**src/rtl/rv32i_instr_encoder.sv**
```systemverilog
// rv32i_instr_encoder: packs decoded RV32I fields into 32-bit words and streams
// them into instruction memory through a registered 1-cycle write port.
module rv32i_instr_encoder #(
    parameter int unsigned ADDR_W    = 10,
    parameter int unsigned DEPTH     = 1024,
    parameter int unsigned BASE_ADDR = 0
) (
    input  logic              clk,
    input  logic              rst_n,
    input  logic              start,
    input  logic              in_valid,
    output logic              in_ready,
    input  logic [3:0]        in_class,
    input  logic [4:0]        in_rd,
    input  logic [4:0]        in_rs1,
    input  logic [4:0]        in_rs2,
    input  logic [2:0]        in_funct3,
    input  logic              in_f7b5,
    input  logic [31:0]       in_imm,
    input  logic              in_last,
    output logic              imem_we,
    output logic [ADDR_W-1:0] imem_addr,
    output logic [31:0]       imem_wdata,
    output logic              done,
    output logic [1:0]        err_code,
    output logic [ADDR_W:0]   word_cnt
);

    localparam int unsigned CNT_W = ADDR_W + 1;

    localparam logic [6:0] OP_R    = 7'b0110011;
    localparam logic [6:0] OP_I    = 7'b0010011;
    localparam logic [6:0] OP_IL   = 7'b0000011;
    localparam logic [6:0] OP_S    = 7'b0100011;
    localparam logic [6:0] OP_B    = 7'b1100011;
    localparam logic [6:0] OP_U    = 7'b0110111;
    localparam logic [6:0] OP_AUI  = 7'b0010111;
    localparam logic [6:0] OP_J    = 7'b1101111;
    localparam logic [6:0] OP_JALR = 7'b1100111;

    localparam logic [1:0] ERR_NONE  = 2'd0;
    localparam logic [1:0] ERR_CLASS = 2'd1;
    localparam logic [1:0] ERR_IMM   = 2'd2;
    localparam logic [1:0] ERR_OVF   = 2'd3;

    typedef enum logic [1:0] {
        ST_IDLE  = 2'd0,
        ST_RUN   = 2'd1,
        ST_DONE  = 2'd2,
        ST_ERROR = 2'd3
    } state_e;

    state_e              state_q, state_d;
    logic                ready_q, ready_d;
    logic                we_q, we_d;
    logic [ADDR_W-1:0]   addr_q, addr_d;
    logic [31:0]         wdata_q, wdata_d;
    logic [ADDR_W-1:0]   ptr_q, ptr_d;
    logic [CNT_W-1:0]    cnt_q, cnt_d;
    logic                done_q, done_d;
    logic [1:0]          err_q, err_d;

    logic [31:0]         enc_c;
    logic                class_err_c;
    logic                imm_err_c;
    logic signed [31:0]  imm_s;
    logic                is_shift_c;
    logic [6:0]          f7_c;

    assign imm_s      = $signed(in_imm);
    assign is_shift_c = (in_funct3 == 3'b001) || (in_funct3 == 3'b101);
    assign f7_c       = {1'b0, in_f7b5, 5'b0};

    // Field packing and immediate range check for the presented bundle
    always_comb begin
        enc_c       = 32'd0;
        class_err_c = 1'b0;
        imm_err_c   = 1'b0;
        case (in_class)
            4'd0: enc_c = {f7_c, in_rs2, in_rs1, in_funct3, in_rd, OP_R};
            4'd1: begin
                if (is_shift_c) begin
                    enc_c     = {f7_c, in_imm[4:0], in_rs1, in_funct3, in_rd, OP_I};
                    imm_err_c = (imm_s < 32'sd0) || (imm_s > 32'sd31);
                end else begin
                    enc_c     = {in_imm[11:0], in_rs1, in_funct3, in_rd, OP_I};
                    imm_err_c = (imm_s < -32'sd2048) || (imm_s > 32'sd2047);
                end
            end
            4'd2: begin
                enc_c     = {in_imm[11:0], in_rs1, in_funct3, in_rd, OP_IL};
                imm_err_c = (imm_s < -32'sd2048) || (imm_s > 32'sd2047);
            end
            4'd3: begin
                enc_c     = {in_imm[11:5], in_rs2, in_rs1, in_funct3, in_imm[4:0], OP_S};
                imm_err_c = (imm_s < -32'sd2048) || (imm_s > 32'sd2047);
            end
            4'd4: begin
                enc_c     = {in_imm[12], in_imm[10:5], in_rs2, in_rs1, in_funct3,
                             in_imm[4:1], in_imm[11], OP_B};
                imm_err_c = (imm_s < -32'sd4096) || (imm_s > 32'sd4094) || in_imm[0];
            end
            4'd5: begin
                enc_c     = {in_imm[31:12], in_rd, OP_U};
                imm_err_c = (in_imm[11:0] != 12'd0);
            end
            4'd6: begin
                enc_c     = {in_imm[31:12], in_rd, OP_AUI};
                imm_err_c = (in_imm[11:0] != 12'd0);
            end
            4'd7: begin
                enc_c     = {in_imm[20], in_imm[10:1], in_imm[11], in_imm[19:12], in_rd, OP_J};
                imm_err_c = (imm_s < -32'sd1048576) || (imm_s > 32'sd1048574) || in_imm[0];
            end
            4'd8: begin
                enc_c     = {in_imm[11:0], in_rs1, in_funct3, in_rd, OP_JALR};
                imm_err_c = (imm_s < -32'sd2048) || (imm_s > 32'sd2047);
            end
            default: class_err_c = 1'b1;
        endcase
    end

    // Next-state: start/restart, accept-and-write, error capture
    always_comb begin
        state_d = state_q;
        we_d    = 1'b0;
        addr_d  = addr_q;
        wdata_d = wdata_q;
        ptr_d   = ptr_q;
        cnt_d   = cnt_q;
        done_d  = done_q;
        err_d   = err_q;
        if (start) begin
            state_d = ST_RUN;
            ptr_d   = ADDR_W'(BASE_ADDR);
            cnt_d   = '0;
            err_d   = ERR_NONE;
            done_d  = 1'b0;
        end else if ((state_q == ST_RUN) && in_valid) begin
            if (class_err_c) begin
                err_d   = ERR_CLASS;
                state_d = ST_ERROR;
            end else if (imm_err_c) begin
                err_d   = ERR_IMM;
                state_d = ST_ERROR;
            end else if (cnt_q == CNT_W'(DEPTH)) begin
                err_d   = ERR_OVF;
                state_d = ST_ERROR;
            end else begin
                we_d    = 1'b1;
                addr_d  = ptr_q;
                wdata_d = enc_c;
                ptr_d   = ptr_q + ADDR_W'(1);
                cnt_d   = cnt_q + CNT_W'(1);
                if (in_last) begin
                    done_d  = 1'b1;
                    state_d = ST_DONE;
                end
            end
        end
        ready_d = (state_d == ST_RUN);
    end

    // State and output registers with synchronous active-low reset
    always_ff @(posedge clk) begin
        if (!rst_n) begin
            state_q <= ST_IDLE;
            ready_q <= 1'b0;
            we_q    <= 1'b0;
            addr_q  <= '0;
            wdata_q <= '0;
            ptr_q   <= '0;
            cnt_q   <= '0;
            done_q  <= 1'b0;
            err_q   <= ERR_NONE;
        end else begin
            state_q <= state_d;
            ready_q <= ready_d;
            we_q    <= we_d;
            addr_q  <= addr_d;
            wdata_q <= wdata_d;
            ptr_q   <= ptr_d;
            cnt_q   <= cnt_d;
            done_q  <= done_d;
            err_q   <= err_d;
        end
    end

    assign in_ready   = ready_q;
    assign imem_we    = we_q;
    assign imem_addr  = addr_q;
    assign imem_wdata = wdata_q;
    assign done       = done_q;
    assign err_code   = err_q;
    assign word_cnt   = cnt_q;

endmodule

```
**config.mk**
```make
export PLATFORM = sky130hd
export DESIGN_NAME = rv32i_instr_encoder
export DESIGN_NICKNAME = d
export VERILOG_FILES = /design/src/rtl/rv32i_instr_encoder.sv
export SDC_FILE = /design/constraint.sdc
export NUM_CORES = 1
export LEC_CHECK = 0
export ABC_AREA = 1
export CORE_MARGIN = 2
export CORE_UTILIZATION = 45
export CTS_BUF_LIST = sky130_fd_sc_hd__clkbuf_16
export DETAILED_ROUTE_END_ITERATION = 8
export PLACE_DENSITY = 0.78
export RECOVER_POWER = 25
export SLEW_MARGIN = 0
export SYNTH_ARGS = -nofsm -noshare
export SYNTH_HDL_FRONTEND = slang
export SYNTH_SLANG_ARGS = --single-unit
```
**constraint.sdc**
```tcl
create_clock -name clk -period 2.15 [get_ports clk]
set_input_delay 0.43 -clock clk [delete_from_list [all_inputs] [get_ports clk]]
set_output_delay 0.43 -clock clk [all_outputs]
set_load 0.005 [all_outputs]
```
==> results.md, run 1 <==
- Outcome: finished clean
- Post-route ant nets: 0
- Crit end category: register
- Tmin final: 2070 ps
- Fmax: 483 MHz
- #FFs+latches synth: 69
- Actual slew at the worst max-slew pin: 547 ps
- Area grow syn2layout: 52.2%
- Chip Height: 100 um
- Dpl cell area: 0.00595 mm2
- Net Switching: 0.916 mW
- Design Area, Final: 0.00634 mm2
- Synth Warn #: 0
- WS Path Type: in -> reg
- Netlist Area Pre-Place: 0.00416 mm2
- Power density cells: 515 mW/mm2
- Crit path max fanout: 8
- Most frequent cells in the layout: 134 x nand2_1, 84 x inv_1, 80 x buf_4
- Sum of negative setup slack: 0 ps
- Net Sw Frac: 28.1%
- Hold Crit Class: reg -> reg
- Root Driver: clkbuf_16
- Wirelength per Cell: 14.7 um
- Layout Cells excl Fill: 960
- Endpoints failing setup: 0
- Starting Density: 45.7%
- # Max-Cap Violations: 0
- Hold buffer count at CTS: 0
- Die footprint: 0.0100 mm2
- Clock transition at path regs: 60 ps
- CTS max path bufs: 2
- Setup crit start kind: input port
- Seq/Total Area, Yosys: 33.2%
- RD Place Congestion: 0.998
- Clk Latency, worst-skew pair: 330 ps
- Most common cell after layout, fill and taps aside: nand2_1
- First drt pass iteration count: 7
- Initial antenna violation count: 0
- Sequential share of power: 40.0%
- Count of pins over their slew limit: 0
- Drt total wl: 14100 um
- Netlist cell types: 43
- CTS Buf Count: 9
- Data required, critical path: 2410 ps
- Syn_area_per_cell: 6.37 um2
- Post-DP HPWL: 10200 um
- Fillers: 753
- Top-area cell type share of the netlist area: 33.2%
- Peak supply drop: 0.000357 V
- Pleak: 2.78 nW
- Initial DRC count: 296
- Largest net degree at the start of global routing: 32
- Core area: 0.00911 mm2
- GR Util All Layers: 26.7%
- Syn nets: 717
- Final Util: 69.6%
- ANT cells: 0
- Clk sink count: 69
- Synth area leader: dfxtp_1
- # H-tree levels: 3
- I/O Buffers: 117
- CTS tree: done
- Vias: 5037
- GRT overflow: 0
- DP Cell Count: 937
- Cell row count: 35
- Via density: 5.25
- Global-route wire length before repair: 21500 um
- Power share of the clock group: 41.4%
- I/O pin cnt: 118
- Fin Clk Skew: 6.58 ps
- Final hold violations: 0
- Synth area leaders: dfxtp_1 33%, nand2_1 13%, inv_1 8.5%
- Period utilisation layout: 96.4%
- Post-layout net count: 907
- Die Wd: 100 um
- Power share of the combinational group: 18.6%
- Vias in the first global route: 4645
- Rel. slew slack: 63.5%
- Layout cells sized above 1: 25.0%
- Synth Instances: 654
- Crit path arrival time: 2330 ps
- Pint: 2.35 mW
- # DRC: 0
[registers in the layout (all words and copies together) (netlist names)]
signal / flops
state_q: 2
in_ready: 1
imem_addr: 10
word_cnt: 11
imem_we: 1
ptr_q: 10
done: 1
imem_wdata: 31
err_code: 2
[metrics by stage]
stage	total power, mW	hold WS, ps	setup WS [ps]
global route	3.36	490	-59.4
global placement	1.91	450	-486
CTS	3.22	471	-0.371
detailed placement	1.92	459	-520
finish	3.26	470	77.5
floorplan	1.59	444	183
[what timing repair did]
item                                    4_1_cts  5_1_grt
setup buffers                                 3        0
gates cloned                                  2        2
gates resized for setup                      49      123
endpoints found under the setup margin       68       65
pin swaps                                    13       60
[Yosys cell counts, drive strengths merged]
master   number
o2111ai       1
nor3         16
a21oi        57
ha            3
xnor2         1
nor4          6
a211oi        1
xor2          8
inv          97
o21a          1
o22ai        13
dfxtp        69
o21ai        46
a22oi         2
buf          17
nand2       146
nand3        53
o221ai        1
o211ai        3
and2          1
nor2         93
clkbuf       10
nand4         8
a31oi         1
[cell families after synthesis]
logic type	Yosys count	share of synthesized area, %
and+or+nand+nor	323	34.2
AOI/OAI and AO/OA	126	16.6
buffers and inverters	124	13.3
DFF	69	33.2
xor gates and xnor gates	9	1.89
adders and majority gates	3	0.902
[critical path, stage by stage]
cell	delay [ps]
clkdlybuf4s15_1	280
inv_1	80
nand2_2	90
nor2_2	50
inv_2	60
o21ai_2	50
a21oi_2	150
nor2_2	70
a21oi_4	210
nand3_4	140
nor2_8	280
clkbuf_16	220
nand3_1	70
a21oi_1	140
[final timing paths]
path / slack [ps] / cells after the start / startpoint / to
worst max-delay path: 80 / 14 / in_class[2] / imem_wdata[17]$_SDFFE_PN0P_
worst min-delay path: 470 / 1 / done$_SDFFE_PP0P_ / done$_SDFFE_PP0P_
worst max register to register: 160 / 10 / word_cnt[5]$_SDFFE_PP0P_ / imem_wdata[17]$_SDFFE_PN0P_
worst min register to register: 470 / 1 / done$_SDFFE_PP0P_ / done$_SDFFE_PP0P_
[area by class of cell]
type / instances / area, um2 / share of cell area, %
multi-input combinational: 461 / 2400 / 37.9
clock buffer: 9 / 225 / 3.55
clock inverter: 7 / 42.5 / 0.671
sequential: 69 / 1380 / 21.8
tap: 111 / 139 / 2.19
inverter: 97 / 364 / 5.74
timing repair buffer: 206 / 1780 / 28.1
[power by group through the flow]
| stage | registers, mW | clock network [mW] | logic [mW] |
|---|---|---|---|
| floorplan | 1.33 | 0 | 0.254 |
| CTS | 1.31 | 1.34 | 0.579 |
| global placement | 1.33 | 0 | 0.577 |
| detailed placement | 1.33 | 0 | 0.585 |
| finish | 1.31 | 1.35 | 0.606 |
| global route | 1.31 | 1.39 | 0.656 |
[layer usage]
| layer | track usage [%] | vias up | wire length [um] |
|---|---|---|---|
| li1 | - | 2489 | - |
| met4 | 9.59 | 0 | 337 |
| met2 | 44.9 | 209 | 6800 |
| met1 | 34.7 | 2308 | 6140 |
| met3 | 4.39 | 31 | 841 |
| met5 | 0 | - | 0 |
(Power assumes the default switching activity.)
==> inputs of run 2 (changes only) <==
Settings changed: CTS_BUF_LIST sky130_fd_sc_hd__clkbuf_16 to default.
==> run 2 against run 1 <==
Clock-buffer cell count is 1 higher. Power fell by 12%. Final cell count increased by 1.3%. Utilization hardly changed. Non-clock buffer count grew 12. Setup slack got worse by 8.6 ps. Clock power fell by 31%. Critical path depth rose by 2. Sequential power hardly changed. Combinational power rose by 3.6%. Sequential share of layout area about the same. Wire length rose by 0.37%. Largest power group is now sequential cells.
==> results.md, run 2 (same netlist as run 1, synthesis figures left out) <==
- Pleak: 2.79 nW
- Rel. slew slack: 63.6%
- Pint: 2.01 mW
- Fin Clk Skew: 11.6 ps
- Cell row count: 35
- # Max-Cap Violations: 0
- Net Switching: 0.863 mW
- GR Util All Layers: 26.5%
- Root Driver: clkbuf_8
- # DRC: 0
- Clk sink count: 69
- Die footprint: 0.0100 mm2
- Tmin final: 2080 ps
- DP Cell Count: 937
- Count of pins over their slew limit: 0
- Fmax: 481 MHz
- Net Sw Frac: 30.1%
- Chip Height: 100 um
- GRT overflow: 0
- Most frequent cells in the layout: 131 x nand2_1, 86 x buf_4, 84 x inv_1
- CTS max path bufs: 2
- Initial DRC count: 292
- Area grow syn2layout: 52.3%
- Peak supply drop: 0.000423 V
- CP most frequent cell: nand2_1
- # H-tree levels: 3
- Actual slew at the worst max-slew pin: 545 ps
- Global-route wire length before repair: 21300 um
- CTS Buf Count: 9
- Clock transition at path regs: 80 ps
- Fillers: 765
- Post-DP HPWL: 10200 um
- Power share of the combinational group: 21.9%
- Crit path arrival time: 2320 ps
- Setup crit start kind: input port
- Post-layout net count: 919
- First drt pass iteration count: 5
- Via density: 5.25
- Total Power: 2.87 mW
- I/O pin cnt: 118
- Final hold violations: 0
- WS Path Type: in -> reg
- Post-route ant nets: 0
- RD Place Congestion: 0.998
- Most common cell after layout, fill and taps aside: nand2_1
- Initial antenna violation count: 0
- Data required, critical path: 2390 ps
- Sequential share of power: 45.4%
- I/O Buffers: 117
- Max reg flops: 31
- Worst path bufs/invs: 3
- Die Wd: 100 um
- Layout Cells excl Fill: 972
- Clk Latency, worst-skew pair: 340 ps
- Crit end category: register
- Starting Density: 45.7%
- Power share of the clock group: 32.7%
- Max incr delay on CP: 270 ps
- Vias in the first global route: 4637
- Wirelength per Cell: 14.6 um
- Drt total wl: 14200 um
- Period utilisation layout: 96.8%
- ANT cells: 0
- Outcome: finished clean
- Flop2flop setup slack: 120 ps
- Endpoints failing setup: 0
- Core area: 0.00911 mm2
- Crit-path slowest cell: nor2_4
- Power density cells: 453 mW/mm2
- CTS tree: done
- Largest net degree at the start of global routing: 32
- Crit path max fanout: 6
- Hold Crit Class: reg -> reg
- Vias: 5107
- Worst path top cell family by delay: simple AND/OR/NAND/NOR gates
- Layout cells sized above 1: 25.6%
- Cell breakdown of the critical path: buf_2 -> nand2_1 -> nor3_2 -> nand3_2 -> o21ai_1 -> nand2_1 -> nand2_1 -> nand2_1 -> nand2_2 -> buf_6 -> nand4_4 -> nor2_4 -> clkbuf_16 -> nand2_1 -> nand2_1 -> nor2_1
==> run 2: cell types whose count changed in the layout (fill, tap and decap cells not counted), sizes merged <==
cell and delta:
clkdlybuf4s50 -1, clkbuf -1, buf +15, dlygate4sd3 +1
inv -1, clkdlybuf4s15 -1
==> run 2: tightest hold or removal path, delay by kind of cell, from the launching register on <==
kind | cells | cell delay [ps]
compound gates | 1 | 50
flops | 1 | 310
simple gates | 1 | 60
==> run 2: metrics by stage <==
| stage | hold slack [ps] | setup TNS [ps] | cell area, um2 | setup slack (ps) | utilization, % |
|---|---|---|---|---|---|
| final | 470 | 0 | 6340 | 68.9 | 69.6 |
| after detailed placement | 459 | -31200 | 5950 | -520 | 65.3 |
| after global routing | 495 | -1190 | 6340 | -73.2 | 69.6 |
| after CTS | 472 | 0 | 6220 | 27.5 | 68.3 |
| after global placement | 450 | -29240 | 5950 | -486 | 65.3 |
| after floorplan | 444 | 0 | 4160 | 183 | - |
==> run 2: routing by layer <==
metal	track usage, %	routed length (um)	part of all wire, %	up-vias
li1	-	-	-	2517
met1	34.4	6150	43	2370
met2	45.1	6950	49	197
met3	4.74	869	6.1	23
met4	7.69	205	1.4	0
met5	0	0	0	-
==> run 2: final cells by class <==
type	count	area [um2]	area share, %
multi-input combinational	461	2380	37.5
sequential	69	1380	21.8
tap	111	139	2.19
clock buffer	10	128	2.01
timing repair buffer	218	1910	30.2
clock inverter	6	38.8	0.612
inverter	97	364	5.74
==> run 2: path summary, 6_finish.rpt <==
kind / from / end / depth (start not counted)
max: in_imm[31] / imem_addr[1]$_SDFFE_PN0P_ / 16
min: ptr_q[8]$_SDFFE_PP0P_ / ptr_q[8]$_SDFFE_PP0P_ / 2
max reg2reg: word_cnt[1]$_SDFFE_PP0P_ / imem_addr[1]$_SDFFE_PN0P_ / 12
min reg2reg: ptr_q[8]$_SDFFE_PP0P_ / ptr_q[8]$_SDFFE_PP0P_ / 2
==> run 2: power by group through the flow <==
stage               Clock [mW]  Combinational, mW  Sequential (mW)
floorplan                    0              0.254             1.33
global placement             0              0.577             1.33
detailed placement           0              0.585             1.33
CTS                      0.938              0.589             1.30
global route             0.993              0.680             1.31
finish                   0.938              0.628             1.30
==> run 2: repair_timing <==
action / 4_1_cts / 5_1_grt
gates resized for setup: 52 / 129
buffers inserted: 9 / 4
gates cloned: 3 / 3
hold buffers: 0 / 0
pin swaps: 10 / 46
endpoints found under the setup margin: 67 / 67
==> inputs of run 3 (changes only) <==
Settings changed: SKIP_LAST_GASP from default to 1.
==> results of run 3 <==
The final DEF is identical to that of run 2; final timing and power are the same.
